File: src/rtl/lcd_reader_if.sv
// HD44780 4-bit read-side pin bundle: control strobes out to the pad, D7..D4 back in.
interface lcd_reader_if;
    logic       LCD_RS;
    logic       LCD_RW;
    logic       LCD_E;
    logic       LCD_DB_RELEASE;
    logic [3:0] LCD_DB_IN;

    modport master (output LCD_RS, LCD_RW, LCD_E, LCD_DB_RELEASE, input LCD_DB_IN);
    modport slave  (input LCD_RS, LCD_RW, LCD_E, LCD_DB_RELEASE, output LCD_DB_IN);
endinterface

File: src/rtl/lcd_reader.sv
// HD44780 4-bit read cycle (high nibble first), busy/address or data register.
// Optional busy-flag polling loop when LCD_RD_POLL_EN is defined.
module lcd_reader #(
    parameter int T_SETUP  = 2,
    parameter int T_EH     = 12,
    parameter int T_EL     = 13,
    parameter int POLL_MAX = 255
) (
    input  logic         CLK,
    input  logic         RST_N,
    input  logic         req,
    input  logic         rs_sel,
    lcd_reader_if.master lcd,
    output logic         busy,
    output logic         done,
    output logic [7:0]   rd_data,
    output logic         bf,
    output logic         timeout
);
    localparam int T_MAX = (T_SETUP > T_EH) ? ((T_SETUP > T_EL) ? T_SETUP : T_EL)
                                            : ((T_EH > T_EL) ? T_EH : T_EL);
    localparam int CW = $clog2(T_MAX + 1);

    typedef enum logic [2:0] {IDLE, SETUP, HI1, LO1, HI2, LO2, DONE} state_t;

    state_t        state, state_nxt;
    logic [CW-1:0] cnt, phase_last;
    logic          phase_end;
    logic          rs_q;
    logic          poll_again;

    always_comb begin
        phase_last = '0;
        case (state)
            SETUP:    phase_last = CW'(T_SETUP - 1);
            HI1, HI2: phase_last = CW'(T_EH - 1);
            LO1, LO2: phase_last = CW'(T_EL - 1);
            default:  phase_last = '0;
        endcase
    end

    assign phase_end = (cnt == phase_last);

`ifdef LCD_RD_POLL_EN
    localparam int PW = $clog2(POLL_MAX + 1);
    logic [PW-1:0] poll_cnt;

    // poll_cnt counts completed reads before the current one
    assign poll_again = !rs_q && rd_data[7] && (poll_cnt < PW'(POLL_MAX - 1));

    always_ff @(posedge CLK or negedge RST_N) begin
        if (!RST_N) begin
            poll_cnt <= '0;
            timeout  <= 1'b0;
        end else begin
            if (state == IDLE && req)
                poll_cnt <= '0;
            else if (state == LO2 && phase_end)
                poll_cnt <= poll_cnt + 1'b1;
            timeout <= (state == LO2) && (state_nxt == DONE) && !rs_q && rd_data[7];
        end
    end
`else
    assign poll_again = 1'b0;
    // POLL_MAX only matters in poll builds; an illegal 0 would show up here
    assign timeout    = (POLL_MAX < 1);
`endif

    always_comb begin
        state_nxt = state;
        case (state)
            IDLE:    if (req) state_nxt = SETUP;
            SETUP:   if (phase_end) state_nxt = HI1;
            HI1:     if (phase_end) state_nxt = LO1;
            LO1:     if (phase_end) state_nxt = HI2;
            HI2:     if (phase_end) state_nxt = LO2;
            LO2:     if (phase_end) state_nxt = poll_again ? HI1 : DONE;
            DONE:    state_nxt = IDLE;
            default: state_nxt = IDLE;
        endcase
    end

    always_ff @(posedge CLK or negedge RST_N) begin
        if (!RST_N) begin
            state              <= IDLE;
            cnt                <= '0;
            rs_q               <= 1'b0;
            lcd.LCD_RS         <= 1'b0;
            lcd.LCD_RW         <= 1'b0;
            lcd.LCD_E          <= 1'b0;
            lcd.LCD_DB_RELEASE <= 1'b0;
            busy               <= 1'b0;
            done               <= 1'b0;
            rd_data            <= 8'h00;
            bf                 <= 1'b0;
        end else begin
            state     <= state_nxt;
            cnt       <= (state_nxt != state || state == IDLE) ? '0 : cnt + 1'b1;
            lcd.LCD_E <= (state_nxt == HI1) || (state_nxt == HI2);
            busy      <= (state_nxt != IDLE);
            done      <= (state_nxt == DONE);

            if (state == IDLE && req) begin
                rs_q               <= rs_sel;
                lcd.LCD_RS         <= rs_sel;
                lcd.LCD_RW         <= 1'b1;
                lcd.LCD_DB_RELEASE <= 1'b1;
            end

            // nibbles are sampled on the edge that drops E
            if (state == HI1 && state_nxt == LO1) rd_data[7:4] <= lcd.LCD_DB_IN;
            if (state == HI2 && state_nxt == LO2) rd_data[3:0] <= lcd.LCD_DB_IN;

            if (state == LO2 && state_nxt == DONE) begin
                lcd.LCD_RS         <= 1'b0;
                lcd.LCD_RW         <= 1'b0;
                lcd.LCD_DB_RELEASE <= 1'b0;
                if (!rs_q) bf <= rd_data[7];
            end
        end
    end
endmodule

File: src/flat_wrapper.sv
// flat-port wrapper written by rule: the top's interface ports become plain ports
module lcd_reader_flat 
#(
    parameter int T_SETUP  = 2,
    parameter int T_EH     = 12,
    parameter int T_EL     = 13,
    parameter int POLL_MAX = 255
)
  (CLK, RST_N, req, rs_sel, busy, done, rd_data, bf, timeout, lcd_LCD_RS, lcd_LCD_RW, lcd_LCD_E, lcd_LCD_DB_RELEASE, lcd_LCD_DB_IN);
  lcd_reader_if lcd_i ();
  input  logic CLK;
  input  logic RST_N;
  input  logic req;
  input  logic rs_sel;
  output logic busy;
  output logic done;
  output logic [7:0] rd_data;
  output logic bf;
  output logic timeout;
  output wire logic [$bits(lcd_i.LCD_RS)-1:0] lcd_LCD_RS;
  output wire logic [$bits(lcd_i.LCD_RW)-1:0] lcd_LCD_RW;
  output wire logic [$bits(lcd_i.LCD_E)-1:0] lcd_LCD_E;
  output wire logic [$bits(lcd_i.LCD_DB_RELEASE)-1:0] lcd_LCD_DB_RELEASE;
  input wire logic [$bits(lcd_i.LCD_DB_IN)-1:0] lcd_LCD_DB_IN;
  assign lcd_LCD_RS = lcd_i.LCD_RS;
  assign lcd_LCD_RW = lcd_i.LCD_RW;
  assign lcd_LCD_E = lcd_i.LCD_E;
  assign lcd_LCD_DB_RELEASE = lcd_i.LCD_DB_RELEASE;
  assign lcd_i.LCD_DB_IN = lcd_LCD_DB_IN;
  lcd_reader #(.T_SETUP(T_SETUP), .T_EH(T_EH), .T_EL(T_EL), .POLL_MAX(POLL_MAX)) u_core (.CLK(CLK), .RST_N(RST_N), .req(req), .rs_sel(rs_sel), .lcd(lcd_i), .busy(busy), .done(done), .rd_data(rd_data), .bf(bf), .timeout(timeout));
endmodule
File: config.mk
export PLATFORM = sky130hd
export DESIGN_NAME = lcd_reader_flat
export DESIGN_NICKNAME = d
export VERILOG_FILES = /design/src/rtl/lcd_reader_if.sv /design/src/rtl/lcd_reader.sv /design/src/flat_wrapper.sv
export SDC_FILE = /design/constraint.sdc
export NUM_CORES = 1
export LEC_CHECK = 0
export CAP_MARGIN = 30
export CORE_MARGIN = 3
export CORE_UTILIZATION = 36
export DETAILED_ROUTE_END_ITERATION = 6
export SLEW_MARGIN = 30
export SYNTH_ARGS = -nofsm -noshare
export SYNTH_HDL_FRONTEND = slang
export SYNTH_SLANG_ARGS = --single-unit
export TNS_END_PERCENT = 10
File: constraint.sdc
create_clock -name CLK -period 2.1 [get_ports CLK]
set_input_delay 0.21 -clock CLK [delete_from_list [all_inputs] [get_ports CLK]]
set_output_delay 0.21 -clock CLK [all_outputs]
set_load 0.02 [all_outputs]
### Yosys cells after proc, flatten, opt, wreduce, memory -nomap -nowiden

Cells that the tools add are included.

| storage, ports and cells | value |
|---|---|
| input port bits | 8 |
| register bits | 22 |

| operators by class | value |
|---|---|
| bitwise operators | 1 |
| add/sub/neg operators | 1 |
| equality and inequality tests | 12 |
| reductions and logical operators | 12 |
| muxes and demuxes | 13 |

Operator list:

| cell | count |
|---|---|
| 3-bit 2-to-1 mux | 6 |
| 3-bit one-hot mux with 6 select lines | 1 |
| 3-bit equality test, second input constant | 5 |
| 3-bit by 2-bit equality test with 1-bit output, second input constant | 4 |
| 4-bit one-hot mux with 3 select lines | 1 |
| 4-bit by 1-bit adder with 4-bit output, second input constant | 1 |
| 4-bit equality test | 1 |
| 1-bit logical AND | 4 |
| 1-bit 2-to-1 mux | 4 |
| 4-bit 2-to-1 mux | 1 |
| 2-bit OR reduction | 2 |
| 3-bit by 1-bit equality test with 1-bit output, second input constant | 1 |
| 3-bit logical NOT | 1 |
| 3-bit != test | 1 |
| 3-bit nonzero test | 1 |
| 1-bit logical OR | 2 |
| 2-bit AND reduction | 1 |
| 2-bit nonzero test | 1 |
| 1-bit inverter | 1 |

### Longest topological paths before layout

Gate-level depths: netlist (run 1).

| logic depth | value |
|---|---|
| depth after elaboration | 9 |
| gate-level depth with buffers | 6 |
| gate-level depth less buffers | 4 |

### Least setup slack after synthesis (run 1)

OpenSTA, ideal clock, no wires.

| timing | value |
|---|---|
| path type | flip-flop to flip-flop |
| start point | reg u_core.cnt[1] |
| end point | reg u_core.state[0] |
| slack | 421 ps |
| required time | 2033 ps |
| buffers on the path | 1 |
| arrival | 1612 ps |
| cell stages (with the launch flop) | 6 |
| library setup time | 67 ps |
| path through | dfrtp_1 > buf_6 > or4b_1 > o311a_2 > a211oi_4 > o2111a_1 |

| between the ends | value |
|---|---|
| cells in the longest elaborated chain, start to end | 3 |
| elaborated cells on any way between the ends | 7 |

Ends and longest elaborated chain:

| what | line | source |
|---|---|---|
| from (decl) | lcd_reader.sv:27 | `logic [CW-1:0] cnt, phase_last;` |
| from (signal assigned) | lcd_reader.sv:98 | `cnt <= (state_nxt != state \|\| state == IDLE) ? '0 : cnt + 1'b1;` |
| 4-bit equality test * | lcd_reader.sv:42 | `assign phase_end = (cnt == phase_last);` |
| 3-bit 2-to-1 mux, on equally long branches | n/a |  |
| 3-bit one-hot mux with 6 select lines * | lcd_reader.sv:71 | `case (state)` |
| named net u_core.state_nxt[0] | lcd_reader.sv:26 | `state_t state, state_nxt;` |
| to (signal assigned) | lcd_reader.sv:97 | `state <= state_nxt;` |
| to (decl) | lcd_reader.sv:26 |  |

The timed path passes the listed nets; every way through them passes the cells marked *.
A chain may end at the register's enable or synchronous reset.

### Worst setup path in the final report (run 1)

| timing | value |
|---|---|
| start point | reg u_core.state[1] |
| end point | reg u_core.state[1] |

| between the ends | value |
|---|---|
| cells in the longest elaborated chain, start to end | 6 |
| elaborated cells on any way between the ends | 17 |

Ends and longest elaborated chain:

| what | line | source |
|---|---|---|
| 3-bit by 2-bit equality test with 1-bit output / 3-bit equality test (equally long branches) | lcd_reader.sv:34, lcd_reader.sv:71 |  |
| 2-bit OR reduction | lcd_reader.sv:34 | `case (state)` |
| 4-bit one-hot mux with 3 select lines | lcd_reader.sv:34 |  |
| 4-bit equality test | lcd_reader.sv:42 |  |
| 3-bit 2-to-1 mux, on equally long branches | n/a |  |
| 3-bit one-hot mux with 6 select lines * | lcd_reader.sv:71 |  |
| named net u_core.state_nxt[1] | lcd_reader.sv:26 |  |

Marks and branches as above.

==> out/results.tsv, run 1 <==
stage	metric	value	unit
outcome	outcome	completed	
run	Max-Cap Viols	0	
logic_synthesis	Distinct cells, synth	43	
placed_design	IO buf count	22	
floorplan	Die Ht	64.0	um
timing	Least-Margin Pin Slew	0.514	ns
logic_synthesis	Seq/Total Area, Yosys	45.4	%
placed_design	gpl congestion	0.843	
setup_path	crit end category	flop	
grt	antenna violations before repair	0	
cts	Num CTS Buffers	3	
pwr	PD cells	1140	mW/mm^2
timing	unrepaired setup endpoints after global routing	false	
grt	GRT overflow	0	
routing	Initial DRC Count	26	
logic_synthesis	Post-synth ARST share	100	%
final_layout	share of cells above drive strength 1	13.7	%
logic_synthesis	Post-synth top flop	dfrtp_1	
setup_path	WS Path Type	reg2reg	
grt	first-pass GRT wire length	4.31	mm
setup_path	Critical Path Start	u_core.state[1]	
cts	root buffer cell	clkbuf_4	
final_layout	Fillers	300	
placed_design	Final HPWL DP	1.78	mm
logic_synthesis	Ys Warns	0	
floorplan	CORE AREA	0.00313	mm^2
cts	H-tree depth	1	
final_layout	fin nets	142	
cts	clock latency on the worst-skew pair	0.30	ns
routing	1st-pass router iterations	4	
pwr	Leak	0.577	nW
grt	vias in the first global route	965	
logic_synthesis	share of the synthesized area in the top cell type	45.4	%
routing	antenna-violating nets left	0	
cts	Post-CTS Setup Bufs	0	
setup_path	CP startpoint kind	flop	
timing	minimum clock period	1.83	ns
min_path	worst hold path type	in2async	
routing	drt wl/cell	13.5	um
final_layout	Post-Route Utilization	46.2	%
floorplan	I/O pin count	24	
timing	fmax	0.545	GHz
timing	setup TNS	0	ns
routing	DR vias	912	
timing	Final Skew	0.00352	ns
cts	cts hold-fix bufs	0	
timing	final period utilization	87.4	%
setup_path	Crit Path Max Fanout	19	
logic_synthesis	Synth area leaders	dfrtp_1, mux2_2, buf_4	
floorplan	Row Count	20	
cts	post_cts resized	0	
grt	GRT Util Overall	13.2	%
timing	slew margin rel.	65.7	%
setup_path	worst setup path end	u_core.state[1]	
timing	min setup slack post-route	0.266	ns
routing	vias per cell	5.21	
logic_synthesis	Synth Cell Area	0.00121	mm^2
logic_synthesis	EDFF count, synth	0	
setup_path	r2r endpoint	u_core.state[1]	
cts	clock-pin slew on the worst setup and hold paths	0.11	ns
final_layout	Finished Layout Cells	175	
floorplan	Die Width	64.0	um
cts	CTS tree	built	
placed_design	Setup WS pre-CTS	0.279	ns
final_layout	Antenna Cells	0	
logic_synthesis	Avg Cell Area, Syn	10.6	um^2
logic_synthesis	cells after synthesis	114	
cts	total clock sinks	22	
final_layout	Synth-to-Final Area Change	19.2	%
cts	largest buffer count on any clock path	2	
routing	WL final	2.37	mm
setup_path	cells on worst reg2reg path	4	
setup_path	worst path arrival time	2.02	ns
pwr	Max rail drop VDD	0.000577	V
placed_design	dpl cells	172	
setup_path	R2R Setup Slk	0.27	ns
grt	largest net degree at the start of global routing	23	
logic_synthesis	FF+latch count, synth	22	
timing	Slew Limit Fails	0	
timing	final count of negative-setup-slack endpoints	0	
logic_synthesis	Post-Syn Nets	123	
floorplan	Initial Util	38.8	%
routing	DRC Markers	0	
logic_synthesis	Yosys top cell by area	dfrtp_1	
setup_path	Critical Path RT	2.29	ns
setup_path	worst flop-to-flop path startpoint	u_core.state[1]	
timing	Fin. Hold Viols	0	
floorplan	die area	0.00410	mm^2
## cell usage after synthesis (4+ instances only)
| cell type | instances |
|---|---|
| mux2_2 | 9 |
| buf_4 | 8 |
| inv_1 | 4 |
| o21ai_0 | 4 |
| nand3_1 | 7 |
| a211oi_1 | 4 |
| dfrtp_1 | 22 |
| nand2_1 | 5 |
| nor2_1 | 6 |
## layout make-up
cell class | count | area (um^2) | share of cell area, %
Multi-Input combinational cell | 77 | 559 | 38.7
Sequential cell | 22 | 551 | 38.1
Clock buffer | 3 | 22.5 | 1.56
Timing Repair Buffer | 25 | 243 | 16.8
Tap cell | 44 | 55.1 | 3.81
Inverter | 4 | 15.0 | 1.04
## state kept, by name, indices dropped and copies added (netlist names)
name                       cells
u_core.bf                      1
u_core.busy                    1
u_core.cnt                     4
u_core.done                    1
u_core.lcd.LCD_DB_RELEASE      1
u_core.lcd.LCD_E               1
u_core.lcd.LCD_RS              1
u_core.rd_data                 8
u_core.rs_q                    1
u_core.state                   3
## worst min-delay path by stage
stage,end,slack (ns),cells after the start
floorplan,u_core.bf,-0.09,0
global placement,u_core.bf,0.48,1
detailed placement,u_core.bf,0.48,1
CTS,u_core.busy,0.25,2
global route,u_core.busy,0.25,2
finish,u_core.busy,0.24,2
## through the flow
stage / area, um^2 / hold slack [ns] / total power [mW]
global placement: 1420 / 0.481 / 1.47
global route: 1450 / 0.254 / 1.79
detailed placement: 1420 / 0.478 / 1.48
CTS: 1450 / 0.251 / 1.67
finish: 1450 / 0.241 / 1.65
floorplan: 1210 / -0.0856 / 1.28
## kinds of logic (layout without fill, tap and decap cells)
logic type | after synthesis | count (layout) | synth area share [%]
AOI/OAI and AO/OA | 25 | 25 | 15.7
xor gates and xnor gates | 3 | 3 | 2.17
adders and majority gates | 1 | 1 | 1.03
buffers and inverters | 15 | 32 | 8.46
DFF | 22 | 22 | 45.4
muxes | 11 | 11 | 10.1
other | 1 | 1 | 0.309
and+or+nand+nor | 36 | 36 | 16.8
## power breakdown
| part | total [mW] | switching [mW] | internal [mW] |
|---|---|---|---|
| logic | 0.776 | 0.397 | 0.379 |
| clock network | 0.182 | 0.115 | 0.0668 |
| registers | 0.693 | 0.145 | 0.548 |
| total | 1.65 | 0.657 | 0.993 |
## routing by layer
layer | up-vias | routed length (um) | global-route usage, %
li1 | 441 | - | -
met1 | 447 | 1010 | 15.8
met2 | 20 | 1230 | 22.2
met3 | 4 | 94 | 3.34
met4 | 0 | 32 | 5.93
met5 | - | 0 | 0
## critical path, cell delays in order (launching register included)
cell and delay (ns):
dfrtp_1 0.58, or3_1 0.47, a41oi_1 0.23, nor3_1 0.08
or3b_1 0.37
## cells in the final DEF (no fill, tap or decap), types with 2 or more instances in the layout
cell type,n
nor2_1,6
nor3_1,3
clkbuf_4,3
or3_1,3
a31oi_1,2
inv_1,4
nand3_1,7
a21oi_1,3
o21ai_0,4
clkdlybuf4s50_1,22
nor2b_1,2
xnor2_1,3
dfrtp_1,22
mux2_2,9
nand2_1,5
buf_4,3
a211oi_1,4
No activity file was read; power rests on OpenSTA's default activity.
==> run 2: changes to the inputs <==
--- a/config.mk
+++ b/config.mk
@@ -6,8 +6,10 @@
 export NUM_CORES = 1
 export LEC_CHECK = 0
 export CAP_MARGIN = 30
+export CORE_ASPECT_RATIO = 1.75
 export CORE_MARGIN = 3
 export CORE_UTILIZATION = 36
+export CTS_CLUSTER_DIAMETER = 200
 export DETAILED_ROUTE_END_ITERATION = 6
 export SLEW_MARGIN = 30
 export SYNTH_ARGS = -nofsm -noshare
==> run 2 against run 1 <==
Effect of this change: flip-flop and latch count stayed put; sequential power down 0.7%; clock skew fell by 0.0024 ns; register-to-register slack gained 0.05 ns; cell area rose by 4.2%; hold slack gained 0.048 ns; non-clock buffer count is 4 higher; die area up 0.68%; global-route usage is 1.8 points higher; setup slack better by 0.050 ns; clock power rose by 68%; total power is 10% higher; highest routed layer unchanged.
==> out/results.tsv, run 2 (synthesized netlist as in run 1, its figures left out) <==
stage	metric	value	unit	change
floorplan	CORE AREA	0.00318	mm^2	+1.5%
routing	1st-pass router iterations	4		unchanged
cts	largest buffer count on any clock path	2		unchanged
setup_path	CP startpoint kind	flop		
setup_path	CP delay by family, top	compound AO/OA/AOI/OAI gates		
placed_design	dpl cells	175		+1.7%
setup_path	crit path cell chain	or4b_1, o311a_2, a211oi_4, o2111a_1		
floorplan	Row Count	27		+35%
placed_design	Final HPWL DP	2.18	mm	+22%
routing	drt wl/cell	15.6	um	+16%
final_layout	Finished Layout Cells	179		+2.3%
setup_path	Crit Path Max Fanout	10		-9
timing	fmax	0.560	GHz	+2.8%
cts	post_cts resized	0		unchanged
setup_path	r2r endpoint	u_core.state[0]		
cts	Post-CTS Setup Bufs	0		unchanged
routing	DR vias	966		+5.9%
cts	Num CTS Buffers	3		unchanged
cts	clock-pin slew on the worst setup and hold paths	0.08	ns	-0.03 ns
timing	Final Skew	0.00116	ns	-0.00236 ns
setup_path	crit end category	flop		
cts	root buffer cell	clkbuf_8		
final_layout	most frequent cells in the layout	clkdlybuf4s50_1, dfrtp_1, mux2_2		
placed_design	placed cell areas	0.00145	mm^2	+2.0%
floorplan	Initial Util	38.2	%	-0.58 points
timing	Slew Limit Fails	0		unchanged
cts	CTS tree	built		
routing	antenna-violating nets left	0		unchanged
cts	total clock sinks	22		unchanged
cts	H-tree depth	1		unchanged
floorplan	die area	0.00413	mm^2	+0.68%
run	Max-Cap Viols	0		unchanged
timing	setup TNS	0	ns	unchanged
placed_design	gpl congestion	0.789		-6.3%
timing	final count of negative-setup-slack endpoints	0		unchanged
grt	vias in the first global route	1000		+3.6%
pwr	Flop pwr share	37.7	%	-4.3 points
routing	WL final	2.80	mm	+18%
pwr	part of the power in combinational logic	45.5	%	-1.5 points
placed_design	IO buf count	22		unchanged
final_layout	share of cells above drive strength 1	16.9	%	+3.2 points
cts	clock latency on the worst-skew pair	0.27	ns	-0.03 ns
floorplan	Die Width	49.9	um	-22%
final_layout	max FFs per register	8		unchanged
final_layout	fin nets	146		+2.8%
grt	antenna violations before repair	0		unchanged
cts	cts hold-fix bufs	0		unchanged
setup_path	WP buf/inv	0		unchanged
final_layout	largest registers	u_core.rd_data (8), u_core.cnt (4), u_core.state (3)		
final_layout	Antenna Cells	0		unchanged
pwr	switching power	0.706	mW	+7.5%
pwr	Clock power frac	16.8	%	+5.8 points
timing	minimum clock period	1.78	ns	-0.0499 ns
grt	GRT Util Overall	15.0	%	+1.8 points
floorplan	Die Ht	82.8	um	+29%
setup_path	max incr delay on CP	0.56	ns	-0.02 ns
pwr	sw frac	38.7	%	-1.1 points
routing	vias per cell	5.40		+3.6%
setup_path	WS Path Type	reg2reg		
setup_path	worst flop-to-flop path startpoint	u_core.cnt[1]		
pwr	Max rail drop VDD	0.000825	V	+43%
grt	largest net degree at the start of global routing	23		unchanged
routing	Initial DRC Count	32		+23%
timing	Fin. Hold Viols	0		unchanged
pwr	PD cells	1210	mW/mm^2	+6.0%
grt	first-pass GRT wire length	4.60	mm	+6.7%
min_path	worst hold path type	in2async		
setup_path	R2R Setup Slk	0.32	ns	+0.05 ns
routing	DRC Markers	0		unchanged
final_layout	final design instance area without fill	0.00151	mm^2	+4.2%
final_layout	Synth-to-Final Area Change	24.3	%	
timing	final period utilization	85.0	%	-2.4 points
grt	GRT overflow	0		unchanged
pwr	Pint	1.12	mW	+12%
pwr	Leak	0.611	nW	+6.0%
setup_path	worst path arrival time	1.99	ns	-0.03 ns
timing	unrepaired setup endpoints after global routing	false		
setup_path	Critical Path RT	2.31	ns	+0.02 ns
setup_path	cells on worst reg2reg path	4		unchanged
final_layout	Biggest register	u_core.rd_data		
outcome	outcome	completed		
floorplan	I/O pin count	24		unchanged
setup_path	critical path's slowest cell	or4b_1		
run 2: cell count changes in the layout (fill, tap and decap cells not counted):
| cell | previous run | this run |
|---|---|---|
| clkbuf_4 | 3 | 0 |
| clkbuf_8 | 0 | 4 |
| buf_4 | 3 | 7 |
run 2: power groups by stage:
stage / registers [mW] / clock network [mW] / logic [mW]
after floorplan: 0.693 / 0 / 0.583
final: 0.688 / 0.306 / 0.830
after global routing: 0.706 / 0.332 / 0.904
after global placement: 0.688 / 0 / 0.831
after detailed placement: 0.692 / 0 / 0.835
after CTS: 0.685 / 0.319 / 0.838
run 2: worst max-delay path by stage:
stage	start	to	slack [ns]	depth (start not counted)
after global routing	u_core.state[1]	u_core.rd_data[2]	0.25	3
after floorplan	u_core.cnt[1]	u_core.state[0]	0.42	5
after global placement	u_core.state[1]	u_core.rd_data[2]	0.33	3
after CTS	u_core.cnt[1]	u_core.state[0]	0.33	4
after detailed placement	u_core.state[1]	u_core.rd_data[0]	0.35	3
final	u_core.cnt[1]	u_core.state[0]	0.32	4
run 2: cell type report:
| class | instances | area [um^2] |
|---|---|---|
| fillers | 321 | 1670 |
| flip-flops and latches | 22 | 551 |
| multi-input cells | 77 | 559 |
| well taps | 43 | 53.8 |
| clock buffers | 4 | 55.1 |
| inverters | 4 | 15.0 |
| repair buffers | 29 | 273 |
run 2: through the flow:
step	setup WS, ns	power [mW]	hold slack [ns]	utilization [%]
finish	0.316	1.82	0.290	47.4
global route	0.249	1.94	0.311	47.4
CTS	0.334	1.84	0.304	47.4
detailed placement	0.345	1.53	0.478	45.7
global placement	0.326	1.52	0.484	45.7
floorplan	0.421	1.28	-0.0856	-
run 2: routing by layer:
metal / up-vias / wire length (um) / global-route usage, %
met3: 9 / 141 / 3.22
li1: 450 / - / -
met2: 47 / 1580 / 29.0
met1: 460 / 993 / 14.2
met4: 0 / 83 / 8.86
met5: - / 0 / 0
==> run 3: changes to the inputs <==
==> constraint.sdc (replaced) <==
create_clock -name CLK -period 1.58 [get_ports CLK]
set_input_delay 0.158 -clock CLK [delete_from_list [all_inputs] [get_ports CLK]]
set_output_delay 0.158 -clock CLK [all_outputs]
set_load 0.02 [all_outputs]
==> run 3 against run 2 <==
Effect of this change: largest power group unchanged; sequential share of layout area fell by 6.8 points; the run now ends with negative setup slack left; critical endpoint is now u_core.cnt[2]; highest routed layer unchanged; first-iteration DRC count shrank 47%; cell area increased by 24%.
==> out/results.tsv, run 3 (synthesized netlist as in run 1, its figures left out) <==
stage	metric	value	unit	change
routing	met3 WL	127	um	-9.9%
floorplan	Initial Util	38.2	%	unchanged
pwr	part of the power in combinational logic	57.4	%	+12 points
pwr	Leak	0.771	nW	+26%
routing	1st-pass router iterations	3		-1
cts	clock latency on the worst-skew pair	0.26	ns	about the same
routing	WL met1	1.27	mm	+28%
setup_path	crit end category	flop		
timing	unrepaired setup endpoints after global routing	true		
placed_design	IO buf count	22		unchanged
pwr	Max rail drop VDD	0.000973	V	+18%
routing	vias per cell	5.28		-2.2%
final_layout	Synth-to-Final Area Change	54.6	%	
routing	antenna-violating nets left	0		unchanged
cts	root buffer cell	clkbuf_8		
final_layout	largest registers	u_core.rd_data (8), u_core.cnt (4), u_core.state (3)		
setup_path	WS Path Type	reg2reg		
routing	met2 WL post-DR	1.86	mm	+17%
final_layout	final design instance area without fill	0.00187	mm^2	+24%
cts	largest buffer count on any clock path	2		unchanged
setup_path	Critical Path RT	1.71	ns	-0.60 ns
timing	final count of negative-setup-slack endpoints	11		+11
floorplan	I/O pin count	24		unchanged
pwr	sw frac	39.6	%	+0.90 points
pwr	overall power	2.92	mW	+60%
floorplan	die area	0.00413	mm^2	unchanged
setup_path	CP startpoint kind	flop		
final_layout	max FFs per register	8		unchanged
cts	CTS tree	built		
grt	vias in the first global route	1168		+17%
routing	WL final	3.36	mm	+20%
placed_design	dpl cells	192		+9.7%
cts	H-tree depth	1		unchanged
pwr	switching power	1.16	mW	+64%
min_path	worst hold path type	in2async		
outcome	outcome	finished with violations		
floorplan	CORE AREA	0.00318	mm^2	unchanged
timing	fmax	0.609	GHz	+8.6%
setup_path	Crit Path Max Fanout	6		-4
timing	min setup slack post-route	-0.0633	ns	-0.379 ns
cts	Num CTS Buffers	3		unchanged
outcome	failing checks	negative setup slack		
routing	DR vias	1082		+12%
floorplan	Die Ht	82.8	um	unchanged
floorplan	Die Width	49.9	um	unchanged
final_layout	Antenna Cells	0		unchanged
final_layout	share of cells above drive strength 1	48.8	%	+32 points
routing	top routing layer used	met4		
cts	clock-pin slew on the worst setup and hold paths	0.07	ns	about the same
pwr	Pint	1.76	mW	+58%
final_layout	most common cell after layout, fill and taps aside	buf_4		
routing	Initial DRC Count	17		-47%
pwr	Flop pwr share	30.9	%	-6.8 points
final_layout	most frequent cells in the layout	buf_4, clkdlybuf4s50_1, dfrtp_1		
final_layout	Post-Route Utilization	59.0	%	+12 points
floorplan	Row Count	27		unchanged
placed_design	placed cell areas	0.00158	mm^2	+8.8%
cts	total clock sinks	22		unchanged
run	Max-Cap Viols	0		unchanged
timing	Final Skew	0.00424	ns	+0.00308 ns
routing	drt wl/cell	16.4	um	+4.8%
final_layout	fin nets	173		+18%
final_layout	Finished Layout Cells	205		+15%
grt	GRT Util Overall	17.4	%	+2.4 points
timing	Slew Limit Fails	0		unchanged
grt	GRT overflow	0		unchanged
grt	largest net degree at the start of global routing	23		unchanged
final_layout	Biggest register	u_core.rd_data		
timing	setup TNS	-0.419	ns	-0.419 ns
placed_design	gpl congestion	0.887		+12%
pwr	PD cells	1560	mW/mm^2	+29%
grt	first-pass GRT wire length	5.40	mm	+17%
timing	minimum clock period	1.64	ns	-0.141 ns
grt	antenna violations before repair	0		unchanged
timing	hold_ws	0.240	ns	-0.0501 ns
routing	DRC Markers	0		unchanged
pwr	Clock power frac	11.7	%	-5.1 points
timing	Fin. Hold Viols	0		unchanged
placed_design	Setup WS pre-CTS	-0.196	ns	-0.542 ns
placed_design	Final HPWL DP	2.35	mm	+7.9%
setup_path	worst path arrival time	1.78	ns	-0.21 ns
timing	final period utilization	104	%	+19 points
-- run 3: power by group through the flow --
| stage | Sequential (mW) | Clock [mW] | Combinational (mW) |
|---|---|---|---|
| 3_3_place_gp | 0.903 | 0 | 1.26 |
| 2_1_floorplan | 0.922 | 0 | 0.773 |
| 3_5_place_dp | 0.915 | 0 | 1.29 |
| 6_report | 0.902 | 0.341 | 1.68 |
| 4_1_cts | 0.889 | 0.356 | 1.63 |
| 5_1_grt | 0.925 | 0.377 | 1.79 |
-- run 3: path summary, 6_finish.rpt --
check / from / to / slack (ns) / cells past startpoint
max in group asynchronous: RST_N / u_core.state[0] / 1.09 / 2
max: u_core.cnt[0] / u_core.cnt[2] / -0.06 / 5
min in group CLK: rs_sel / u_core.rs_q / 0.48 / 3
max reg2reg: u_core.cnt[0] / u_core.cnt[2] / -0.06 / 5
min reg2reg: u_core.bf / u_core.bf / 0.50 / 1
min: RST_N / u_core.cnt[2] / 0.24 / 2
-- run 3: layer usage --
metal	global-route usage, %	vias to the layer above
met5	0	-
met2	32.0	27
li1	-	512
met3	3.40	9
met4	10.8	0
met1	17.9	534
-- run 3: repair_timing --
item	CTS	global route
pin swaps	9	4
setup buffers	10	0
setup endpoints to repair	16	19
hold buffers	0	0
gates resized for setup	30	12
-- run 3: worst max-delay path: stages, from the launching register on --
cell      delay (ns)
dfrtp_2         0.47
or4b_4          0.51
o311a_4         0.14
a211oi_4        0.20
buf_6           0.16
a211oi_2        0.05
-- run 3: layout make-up --
type	count	area [um^2]
flip-flops and latches	22	558
multi-input cells	77	716
inverters	4	15.0
clock buffers	3	41.3
fillers	267	1300
repair buffers	56	490
well taps	43	53.8
